==> src/rtl/arcade_input_pkg.sv <==
// Shared definitions for the arcade input conditioner: pad bit layout,
// coin FSM states and the helper that pulls one player's word off the packed bus.
package arcade_input_pkg;

  localparam int JB_RIGHT  = 0;
  localparam int JB_LEFT   = 1;
  localparam int JB_DOWN   = 2;
  localparam int JB_UP     = 3;
  localparam int JB_FIRE   = 4;
  localparam int JB_START  = 5;
  localparam int JB_START2 = 6;
  localparam int JB_COIN   = 7;
  localparam int JB_PAUSE  = 8;

  localparam int PAD_BITS = JB_PAUSE + 1;
  // Widest packed bus supported: 4 players of up to 32 bits each.
  localparam int BUS_MAX  = 128;

  typedef logic [PAD_BITS-1:0] pad_t;

  typedef enum logic [1:0] {
    COIN_IDLE  = 2'd0,
    COIN_PULSE = 2'd1,
    COIN_GAP   = 2'd2
  } coin_state_e;

  function automatic pad_t pad_slice(input logic [BUS_MAX-1:0] bus,
                                     input int unsigned k,
                                     input int unsigned w);
    return pad_t'(bus >> (k * w));
  endfunction

endpackage

==> src/rtl/arcade_input_ctrl_coin_pulser.sv <==
// One coin channel: a saturating 2-bit queue of coin edges drained into
// fixed-length pulses separated by a minimum low gap, both timed in ticks.
module coin_pulser
  import arcade_input_pkg::*;
#(
  parameter int COIN_TICKS     = 50,
  parameter int COIN_GAP_TICKS = 50
) (
  input  logic clk_sys,
  input  logic reset,
  input  logic tick_i,
  input  logic edge_i,
  output logic coin_o
);

  localparam int GAP_LOAD = COIN_GAP_TICKS + 1;
  localparam int CNT_MAX  = (COIN_TICKS > GAP_LOAD) ? COIN_TICKS : GAP_LOAD;
  localparam int CW       = $clog2(CNT_MAX + 1);

  coin_state_e   state_q, state_d;
  logic [CW-1:0] cnt_q, cnt_d;
  logic [1:0]    pend_q, pend_d;
  logic          coin_q, coin_d;
  logic          take;

  always_comb begin
    state_d = state_q;
    cnt_d   = cnt_q;
    pend_d  = pend_q;
    take    = 1'b0;
    case (state_q)
      COIN_IDLE: begin
        if (pend_q != 2'd0) begin
          state_d = COIN_PULSE;
          cnt_d   = CW'(COIN_TICKS);
          take    = 1'b1;
        end
      end
      COIN_PULSE: begin
        if (cnt_q == '0) begin
          state_d = COIN_GAP;
          // One extra tick so the gap never falls short, whatever the tick phase.
          cnt_d   = CW'(GAP_LOAD);
        end else if (tick_i) begin
          cnt_d = cnt_q - CW'(1);
        end
      end
      COIN_GAP: begin
        if (cnt_q == '0) begin
          state_d = COIN_IDLE;
        end else if (tick_i) begin
          cnt_d = cnt_q - CW'(1);
        end
      end
      default: state_d = COIN_IDLE;
    endcase

    if (edge_i && !take && pend_q != 2'd3) begin
      pend_d = pend_q + 2'd1;
    end else if (!edge_i && take) begin
      pend_d = pend_q - 2'd1;
    end
    coin_d = (state_d == COIN_PULSE);
  end

  always_ff @(posedge clk_sys) begin
    if (reset) begin
      state_q <= COIN_IDLE;
      cnt_q   <= '0;
      pend_q  <= 2'd0;
      coin_q  <= 1'b0;
    end else begin
      state_q <= state_d;
      cnt_q   <= cnt_d;
      pend_q  <= pend_d;
      coin_q  <= coin_d;
    end
  end

  assign coin_o = coin_q;

endmodule

==> src/rtl/arcade_input_ctrl.sv <==
// Player-input conditioner: routes hps_io pads to player channels (swap/shared),
// registers directions/start, shapes coin pulses, adds autofire and a pause toggle.
module arcade_input_ctrl
  import arcade_input_pkg::*;
#(
  parameter int NUM_PLAYERS    = 2,
  parameter int JOY_W          = 16,
  parameter int TICK_DIV       = 12000,
  parameter int COIN_TICKS     = 50,
  parameter int COIN_GAP_TICKS = 50,
  parameter int AUTOFIRE_TICKS = 33
) (
  input  logic                       clk_sys,
  input  logic                       reset,
  input  logic [NUM_PLAYERS*JOY_W-1:0] joystick,
  input  logic                       cfg_shared,
  input  logic                       cfg_swap,
  input  logic                       cfg_autofire,
  output logic [NUM_PLAYERS*4-1:0]   p_dir,
  output logic [NUM_PLAYERS-1:0]     p_fire,
  output logic [NUM_PLAYERS-1:0]     p_start,
  output logic [NUM_PLAYERS-1:0]     p_coin,
  output logic                       pause
);

  localparam int TW = $clog2(TICK_DIV + 1);
  localparam int AW = $clog2(AUTOFIRE_TICKS + 1);

  logic [TW-1:0] div_q;
  logic          tick;

  assign tick = (div_q == TW'(TICK_DIV - 1));

  always_ff @(posedge clk_sys) begin
    if (reset) div_q <= '0;
    else       div_q <= tick ? '0 : div_q + TW'(1);
  end

  logic [BUS_MAX-1:0] joy_ext;
  pad_t               raw [NUM_PLAYERS];
  pad_t               src [NUM_PLAYERS];
  pad_t               shared_pad;
  logic               pause_raw;

  assign joy_ext = BUS_MAX'(joystick);

  always_comb begin
    shared_pad = '0;
    for (int k = 0; k < NUM_PLAYERS; k++) shared_pad |= raw[k];
  end
  assign pause_raw = shared_pad[JB_PAUSE];

  logic [NUM_PLAYERS*4-1:0] p_dir_q, p_dir_d;
  logic [NUM_PLAYERS-1:0]   p_fire_q, p_fire_d, p_start_q, p_start_d;

  for (genvar gi = 0; gi < NUM_PLAYERS; gi++) begin : g_player
    // Cocktail swap only ever exchanges the first two channels.
    localparam int   SWAP_IDX = (NUM_PLAYERS > 1 && gi < 2) ? 1 - gi : gi;
    localparam logic IS_P1    = (gi == 1);

    logic          fire, coin_prev_q, coin_edge;
    logic          fire_prev_q, phase_q, phase_d;
    logic [AW-1:0] af_cnt_q, af_cnt_d;

    assign raw[gi] = pad_slice(joy_ext, gi, JOY_W);
    assign src[gi] = cfg_shared ? shared_pad : (cfg_swap ? raw[SWAP_IDX] : raw[gi]);

    assign p_dir_d[gi*4 +: 4] = src[gi][JB_UP:JB_RIGHT];
    assign p_start_d[gi]      = src[gi][JB_START] | (IS_P1 & src[0][JB_START2]);

    assign fire      = src[gi][JB_FIRE];
    assign coin_edge = src[gi][JB_COIN] & ~coin_prev_q;

    always_comb begin
      phase_d  = phase_q;
      af_cnt_d = af_cnt_q;
      if (!fire) begin
        phase_d = 1'b0;
      end else if (!fire_prev_q) begin
        phase_d  = 1'b1;
        af_cnt_d = AW'(AUTOFIRE_TICKS);
      end else if (tick) begin
        if (af_cnt_q <= AW'(1)) begin
          phase_d  = ~phase_q;
          af_cnt_d = AW'(AUTOFIRE_TICKS);
        end else begin
          af_cnt_d = af_cnt_q - AW'(1);
        end
      end
    end

    assign p_fire_d[gi] = cfg_autofire ? (fire & phase_d) : fire;

    always_ff @(posedge clk_sys) begin
      if (reset) begin
        coin_prev_q <= 1'b0;
        fire_prev_q <= 1'b0;
        phase_q     <= 1'b0;
        af_cnt_q    <= '0;
      end else begin
        coin_prev_q <= src[gi][JB_COIN];
        fire_prev_q <= fire;
        phase_q     <= phase_d;
        af_cnt_q    <= af_cnt_d;
      end
    end

    coin_pulser #(
      .COIN_TICKS    (COIN_TICKS),
      .COIN_GAP_TICKS(COIN_GAP_TICKS)
    ) u_coin (
      .clk_sys(clk_sys),
      .reset  (reset),
      .tick_i (tick),
      .edge_i (coin_edge),
      .coin_o (p_coin[gi])
    );
  end

  logic pause_prev_q, pause_q;

  always_ff @(posedge clk_sys) begin
    if (reset) begin
      p_dir_q      <= '0;
      p_fire_q     <= '0;
      p_start_q    <= '0;
      pause_prev_q <= 1'b0;
      pause_q      <= 1'b0;
    end else begin
      p_dir_q      <= p_dir_d;
      p_fire_q     <= p_fire_d;
      p_start_q    <= p_start_d;
      pause_prev_q <= pause_raw;
      if (pause_raw && !pause_prev_q) pause_q <= ~pause_q;
    end
  end

  assign p_dir   = p_dir_q;
  assign p_fire  = p_fire_q;
  assign p_start = p_start_q;
  assign pause   = pause_q;

endmodule

==> config.mk <==
export PLATFORM = sky130hd
export DESIGN_NAME = arcade_input_ctrl
export DESIGN_NICKNAME = d
export VERILOG_FILES = /design/src/rtl/arcade_input_pkg.sv /design/src/rtl/arcade_input_ctrl_coin_pulser.sv /design/src/rtl/arcade_input_ctrl.sv
export SDC_FILE = /design/constraint.sdc
export NUM_CORES = 1
export LEC_CHECK = 0
export CORE_MARGIN = 2
export CORE_UTILIZATION = 40
export CTS_CLUSTER_DIAMETER = 120
export DETAILED_ROUTE_END_ITERATION = 12
export REMOVE_ABC_BUFFERS = 1
export SETUP_SLACK_MARGIN = 0.4
export SLEW_MARGIN = 20
export SYNTH_ARGS = -nofsm -noshare
export SYNTH_HDL_FRONTEND = slang
export SYNTH_SLANG_ARGS = --single-unit
==> constraint.sdc <==
create_clock -name clk_sys -period 2.9 [get_ports clk_sys]
set_input_delay 0.435 -clock clk_sys [delete_from_list [all_inputs] [get_ports clk_sys]]
set_output_delay 0.435 -clock clk_sys [all_outputs]
set_load 0.05 [all_outputs]
# == Word-level counts from Yosys, hierarchy flattened ==
# Index checks and enable logic that the tools add are counted.
# word_totals
ff_bits,68
latchBits,0
ramBits,0
rom_bits,0
in_bits,37
wordCells,132
memories,0
# op_classes
addsub,9
n_mul,0
div,0
magnitude_cmp,2
n_eq_ne,15
shifts,0
mux,46
n_bitwise,11
reduce_logical,27
# ops
op,n
$mux W6,14
$pmux W6 S3,2
$mux W8,4
$sub A6 B1 Y6 const B,4
$mux W2,10
$add A14 B1 Y14 const B,1
$eq A14 B14 Y1 const B,1
$mux W1,14
$le A6 B1 Y1 const B,2
$logic_not A6 Y1,2
$ne A2 B2 Y1 const B,6
$pmux W2 S3,2
$or A9 B9 Y9,1
$eq A2 B1 Y1 const B,4
$reduce_bool A2 Y1,4
$logic_and A1 B1 Y1,7
$reduce_and A3 Y1,2
$reduce_bool A3 Y1,2
$logic_not A1 Y1,5
$not A1 Y1,5
$add A2 B1 Y2 const B,2
$and A1 B1 Y1,4
$eq A2 B2 Y1 const B,2
$logic_not A2 Y1,2
other kinds (5),8

# == Logic depth before layout (Yosys ltp) ==
# Gate-level depths: netlist (run 1).
# depth
word_depth,7
depth_mapped,8
ltp_nobuf,7

# == Hierarchy ==
# From an unflattened synthesis (run 1), not the netlist that was laid out.
# hier_totals
cells_unflattened,440
area_unflattened_um2,3766.1
# modules_own_cells
mod,n_inst,cells_per_inst,area_each_um2,seq_area_each_um2
arcade_input_ctrl,1,258,2222.1,920.9
coin_pulser,2,91,772.0,220.2

# == Worst setup path after synthesis (run 1) ==
# OpenSTA, ideal clock, no wires.
# synth_path
path_kind,register to register
start,reg div_q[0]
end,reg g_player[1].u_coin.cnt_q[3]
setup_time_ns,0.074
arrival_time_ns,2.141
t_required_ns,2.826
path_slack_ns,0.685
stages_incl_launch_ff,7
period_less_slack_ns,2.215
path_cell_list,dfxtp_1 -> ha_1 -> nand4_4 -> or4_4 -> or4_1 -> or3b_1 -> a31oi_1
# synth_via
elab_chain_len,4
# synth_lines
item,line,source
"start, declared",arcade_input_ctrl.sv:29,logic [TW-1:0] div_q;
"start signal, assigned",arcade_input_ctrl.sv:36,else div_q <= tick ? '0 : div_q + TW'(1);
$eq A14 B14 Y1 *,arcade_input_ctrl.sv:32,assign tick = (div_q == TW'(TICK_DIV - 1));
$mux W6 *,-,
$mux W6 (on tied branches),-,
$pmux W6 S3 *,-,
"end signal, assigned",arcade_input_ctrl_coin_pulser.sv:74,cnt_q <= cnt_d;
"end, declared",arcade_input_ctrl_coin_pulser.sv:21,"logic [CW-1:0] cnt_q, cnt_d;"
# Every way passes the cells marked *; elsewhere a longest branch is shown, timed or not. The select of a mux whose other input is x is not followed.
# A chain may end at the register's enable or synchronous reset.

# == Final worst setup path (run 1) ==
# layout_path
start,reg div_q[1]
end,reg g_player[1].u_coin.cnt_q[3]
# Same word-level chain as after synthesis.

==> results of run 1 <==
metrics by stage:
| step | util (%) | hold slack, ps | setup slack (ps) |
|---|---|---|---|
| final | 49.6 | 440 | 546 |
| after global routing | 49.6 | 462 | 401 |
| after floorplan | - | 430 | 558 |
| after CTS | 49.1 | 469 | 417 |
| after global placement | 46.6 | 449 | 421 |
| after detailed placement | 46.6 | 461 | 379 |
per-layer routing:
metal	track usage, %	wire, um	vias to the layer above
met3	5.04	277	7
met2	27.1	3630	37
met4	6.09	88	0
li1	-	-	1616
met1	18.5	3700	1470
met5	0	0	-
cells by family (layout without fill, tap and decap cells):
family          after synthesis  count (layout)  synth area share (%)
simple gates                173             175                  26.4
compound gates              110             110                  20.7
flops                        68              68                  38.9
buf+inv                      37              87                  4.26
fa+ha+maj                    16              16                  5.73
xor+xnor                     13              13                  3.26
mux                           2               2                 0.644
layout make-up:
type / instances / area (um^2)
inverter: 23 / 86.3
sequential: 68 / 1360
multi-input combinational: 316 / 2010
clock inverter: 7 / 91.3
clock buffer: 9 / 124
fill: 850 / 4330
timing repair buffer: 48 / 453
tap: 108 / 135
registers in the layout (all words and copies together), names as in the netlist, 4 cells and up:
register / cells
div_q: 14
g_player.af_cnt_q: 12
g_player.u_coin.cnt_q: 12
p_dir: 8
g_player.u_coin.pend_q: 4
g_player.u_coin.state_q: 4
cell usage in the layout (no fill, tap or decap), drive strengths merged, types with 5 or more instances in the layout:
cell type	instances
nor3	22
xnor2	9
inv	23
nor2	59
and3	10
nor3b	6
a311oi	5
o21a	8
dfxtp	68
buf	11
nor2b	11
nand2b	7
nand3	14
clkdlybuf4s50	37
a211oi	14
ha	16
nand2	11
a31oi	6
clkbuf	9
nor4	8
a21o	6
or4	6
a21oi	28
o21ai	18
or2	5
power by group:
group	switching, mW	internal, mW
logic	0.446	0.309
clock network	0.361	0.480
registers	0.0616	1.03
worst min path at each step:
stage | startpoint | cells after the start | to | slack, ps
final | div_q[0] | 1 | div_q[0] | 440
after global routing | div_q[0] | 1 | div_q[0] | 460
after floorplan | div_q[0] | 1 | div_q[0] | 430
after CTS | g_player[0].u_coin.cnt_q[5] | 2 | g_player[0].u_coin.cnt_q[5] | 470
after detailed placement | g_player[0].u_coin.cnt_q[5] | 2 | g_player[0].u_coin.cnt_q[5] | 460
after global placement | div_q[0] | 1 | div_q[0] | 450
timing repair:
action                                  4_1_cts  5_1_grt
endpoints found under the setup margin        1        4
hold endpoints to repair                      0        0
gates cloned                                  0        2
resized for setup                             0        3
pin swaps                                     1        2
buffers inserted                              0        2
==> flow_metrics.tcl, run 1 <==
set metrics [dict create \
    dpl.hpwl_mm 5.35 \
    setup.worst_path.end "g_player[1].u_coin.cnt_q[3]" \
    crit_fanout 9 \
    worstSetupStartpointType "flip-flop" \
    crit_path_max_incr_delay_ps 570 \
    grt_max_degree 22 \
    peakVddDrop_mv 0.432 \
    synth_top_area_cell "dfxtp_1" \
    antenna_found_initial 0 \
    r2r_slack_ps 550 \
    cts_buffers 9 \
    grt_setup_unrepaired "no" \
    critPathKind "flip-flop to flip-flop" \
    critPathArrivalTime_ps 2630 \
    dieWidth_um 97.5 \
    power_mw 2.69 \
    r2r_start "div_q[1]" \
    avgSynthCellArea_um2 8.34 \
    dieArea_um2 9500 \
    grt_pass1_wl_mm 12.6 \
    crit_required_ps 3170 \
    r2r_cells 6 \
    drv_slew 0 \
    drt-wirelength-per-cell_um 13.3 \
    finalSetupViolCount 0 \
    cts_sinks 68 \
    synth_cell_types 54 \
    skew_ps 10.3 \
    timing.rr.end "g_player[1].u_coin.cnt_q[3]" \
    hold_viol_final 0 \
    pin_count 52 \
    fmax_ghz 0.425 \
    insertion_delay_ps 340 \
    placed_cells 559 \
    ctsHoldBuffers 0 \
    fp.dieH_um 97.5 \
    wirelength_mm 7.70 \
    grt_usage_pct 15.9 \
    fin_crit_ps 2350 \
    final_antenna_net_count 0 \
    seq_area_frac_synth_pct 38.9 \
    layout-drive-gt1-share_pct 9.55 \
    start_util_pct 40.7 \
    crit_path_cell_trace "ha_2 -> nand4_4 -> or4_4 -> or4_1 -> or3b_1 -> a31oi_1" \
    slew_headroom_pct 62.4 \
    period_share_pct 81.2 \
    placementRows 34 \
    dr_total_vias 3130 \
    drt_iter0_drc 117 \
    syn_inst 419 \
    remaining_drc_errors 0 \
    synth_area_um2 3500 \
    critical_path_buf_inv_count 0 \
    ctsLongestPathBuffers 2 \
    gp_congestion 0.807 \
    vias_per_cell 5.41 \
    grt_pass1_vias 2887 \
    core-area_um2 8590 \
    final_area_um2 4260 \
    end_kind "flip-flop" \
    synth.most_common_cell "dfxtp_1" \
    hold_path.class "flip-flop to flip-flop" \
    num_antenna_cells 0 \
    final_cells 579 \
    tritoncts "yes" \
    areaGrowthSynthToFinish_pct 21.9 \
    synthFlopType "dfxtp_1" \
    startpoint "div_q[1]" \
    ys_top_cells_by_area "dfxtp_1 39%, nor2_1 6.3%, ha_1 5.7%, a21oi_1 4.0%, nor3_1 3.1%" \
    yosysWarnings 0 \
    nets 519 \
    grt_overflow_total 0 \
    cp_num_cells 6 \
    maxCapViolCount 0 \
    synth_top_area_share_pct 38.9 \
    place.port_buffers 37 \
    worst_slew_pin_slew_ps 563 \
    async_reset_ff_share_pct 0 \
    status "completed" \
    path_clk_slew_ps 70 \
    p_leak_nw 1.59 \
    synth_seq_cells 68 \
    dr.pass1.iters 4 \
    ctsRootBufferMaster "clkbuf_8" \
    cpMaxStageDelayCell "or4_4" \
    power_density_nw_per_um2 630 \
    synth_common_cells "68 x dfxtp_1, 59 x nor2_1, 28 x a21oi_1" \
    critical_path.top_delay_family "simple AND/OR/NAND/NOR gates" \
    cts.htree.levels 3 \
    synth_edf_count 0 \
    place_area_um2 4010 \
    finalSetupTns_ps 0 \
]
Note: power is estimated with default switching activity, not from simulation.
==> run 2: changes to the inputs <==
Clock period 2.9 ns to 2.15 ns, I/O delays scaled along.
==> run 2 against run 1 <==
  * Global-route usage grew 1.3 points
  * Clock-buffer cell count grew 2
  * Combinational power grew 79%
  * Largest cell class unchanged
  * Highest routed layer unchanged
==> flow_metrics.tcl, run 2 (synthesis results as in run 1) <==
set metrics [dict create \
    worst_slew_pin_slew_ps 506 \
    crit_path_cell_trace "ha_4 -> nand4_4 -> or4_4 -> or4_4 -> or3b_1 -> a31oi_1" \
    hold_path.class "primary input to flip-flop" \
    placed_cells 585 \
    start_util_pct 40.7 \
    final_antenna_net_count 0 \
    core-area_um2 8590 \
    timing.rr.end "g_player[1].u_coin.cnt_q[3]" \
    vias_per_cell 5.33 \
    dieWidth_um 97.5 \
    r2r_slack_ps 20 \
    fillers 769 \
    fmax_ghz 0.468 \
    p_seq_share_pct 38.1 \
    r2r_start "div_q[1]" \
    dr_total_vias 3289 \
    p_comb_share_pct 34.5 \
    final_cell_mix "61 x dfxtp_1, 59 x nor2_1, 46 x buf_4" \
    ctsHoldBuffers 0 \
    worstSetupStartpointType "flip-flop" \
    layout-drive-gt1-share_pct 25.1 \
    grt_pass1_vias 3135 \
    p_leak_nw 1.92 \
    peakVddDrop_mv 0.629 \
    slew_headroom_pct 66.3 \
    crit_required_ps 2420 \
    drt-wirelength-per-cell_um 13.3 \
    path_common_cell "or4_4" \
    skew_ps 13.2 \
    multi_input_area_um2 2270 \
    grt_setup_unrepaired "yes" \
    drt_iter0_drc 65 \
    dr.pass1.iters 4 \
    p_sw_mw 1.35 \
    drv_slew 0 \
    final_cells 617 \
    pin_count 52 \
    holdWs_ps 416 \
    path_clk_slew_ps 70 \
    largest_register "div_q" \
    fp.dieH_um 97.5 \
    cts_buffers 9 \
    tritoncts "yes" \
    crit_path_max_incr_delay_ps 540 \
    remaining_drc_errors 0 \
    finalSetupViolCount 0 \
    fin_crit_ps 2130 \
    grt_usage_pct 17.1 \
    reg_top3 "div_q x14, g_player.af_cnt_q x12, g_player.u_coin.cnt_q x12" \
    ctsRootBufferMaster "clkbuf_8" \
    power_mw 3.90 \
    post-route-util_pct 56.2 \
    gp_congestion 0.792 \
    areaGrowthSynthToFinish_pct 38.2 \
    wirelength_mm 8.20 \
    dieArea_um2 9500 \
    holdPathStages 3 \
    status "completed" \
    hold_start "cfg_swap" \
    placementRows 34 \
    final_common_cell "dfxtp_1" \
    hold_viol_final 0 \
    holdPathEnd "g_player[0].coin_prev_q" \
    r2r_cells 6 \
    cts.htree.levels 3 \
    finalSetupTns_ps 0 \
    antenna_found_initial 0 \
    power_density_nw_per_um2 807 \
    num_antenna_cells 0 \
    end_kind "flip-flop" \
    place.port_buffers 37 \
    maxCapViolCount 0 \
    intPower_mw 2.55 \
    grt_pass1_wl_mm 13.6 \
    critPathArrivalTime_ps 2410 \
    grt_overflow_total 0 \
    p_sw_share_pct 34.6 \
    cts_sinks 68 \
    pwr-share-clk_pct 27.4 \
    critPathKind "flip-flop to flip-flop" \
    cpMaxStageDelayCell "or4_4" \
    ctsLongestPathBuffers 2 \
    regArea_um2 1370 \
    insertion_delay_ps 350 \
    dpl.hpwl_mm 5.45 \
    largest_reg_flops 14 \
    period_share_pct 99.3 \
    crit_fanout 6 \
    grt_max_degree 46 \
    nets 557 \
]
run 2: cell count changes in the layout (fill, tap and decap cells not counted), sizes merged:
cell,delta
clkdlybuf4s50,-16
clkbuf,+2
clkinvlp,-1
bufinv,-1
dlymetal6s2s,+1
or4,-2
buf,+40
dlygate4sd2,+15
run 2: critical path, delay by kind of cell, from the launching register on:
| kind | cells | cell delay, ps |
|---|---|---|
| and+or+nand+nor | 4 | 1440 |
| DFF | 1 | 350 |
| adders and majority gates | 1 | 150 |
| AOI/OAI and AO/OA | 1 | 120 |
run 2: layer usage:
layer / up-vias / wire, um / track usage (%)
met3: 13 / 233 / 4.17
met1: 1551 / 3700 / 19.5
met5: - / 0 / 0
met2: 42 / 4110 / 30.4
li1: 1683 / - / -
met4: 0 / 147 / 7.26
run 2: power groups by stage:
stage / Sequential (mW) / Clock, mW / Combinational, mW
after floorplan: 1.58 / 0 / 0.621
after global placement: 1.49 / 0 / 1.05
after detailed placement: 1.50 / 0 / 1.07
after CTS: 1.48 / 1.11 / 1.14
after global routing: 1.50 / 1.16 / 1.46
final: 1.49 / 1.07 / 1.35
run 2: worst max path at each step:
| stage | cells after the start | endpoint | startpoint |
|---|---|---|---|
| global route | 6 | g_player[1].u_coin.cnt_q[3] | div_q[1] |
| CTS | 6 | g_player[1].u_coin.cnt_q[3] | div_q[1] |
| finish | 6 | g_player[1].u_coin.cnt_q[3] | div_q[1] |
| global placement | 6 | g_player[1].u_coin.cnt_q[3] | div_q[0] |
| detailed placement | 6 | g_player[1].u_coin.cnt_q[3] | div_q[0] |
| floorplan | 6 | g_player[1].u_coin.cnt_q[3] | div_q[0] |
run 2: stage by stage:
step,area (um^2),setup slack [ps]
finish,4830,15.1
global route,4830,-107
CTS,4570,-89.4
detailed placement,4210,-117
global placement,4210,-65.3
floorplan,3430,-192
run 2: layout make-up:
class / instances / area share, %
inverter: 23 / 1.79
tap: 108 / 2.80
clock inverter: 5 / 1.04
clock buffer: 11 / 3.13
timing repair buffer: 88 / 15.8
multi-input combinational: 314 / 47.1
sequential: 68 / 28.4
run 2: timing repair:
item | 4_1_cts | 5_1_grt
gates resized for setup | 49 | 40
setup endpoints to repair | 57 | 45
pin swaps | 6 | 21
setup buffers | 5 | 11
==> run 3: changes to the inputs <==
Settings changed: HOLD_SLACK_MARGIN set to 0.02.
==> results of run 3 <==
The final DEF is identical to that of run 2; final timing and power are the same.
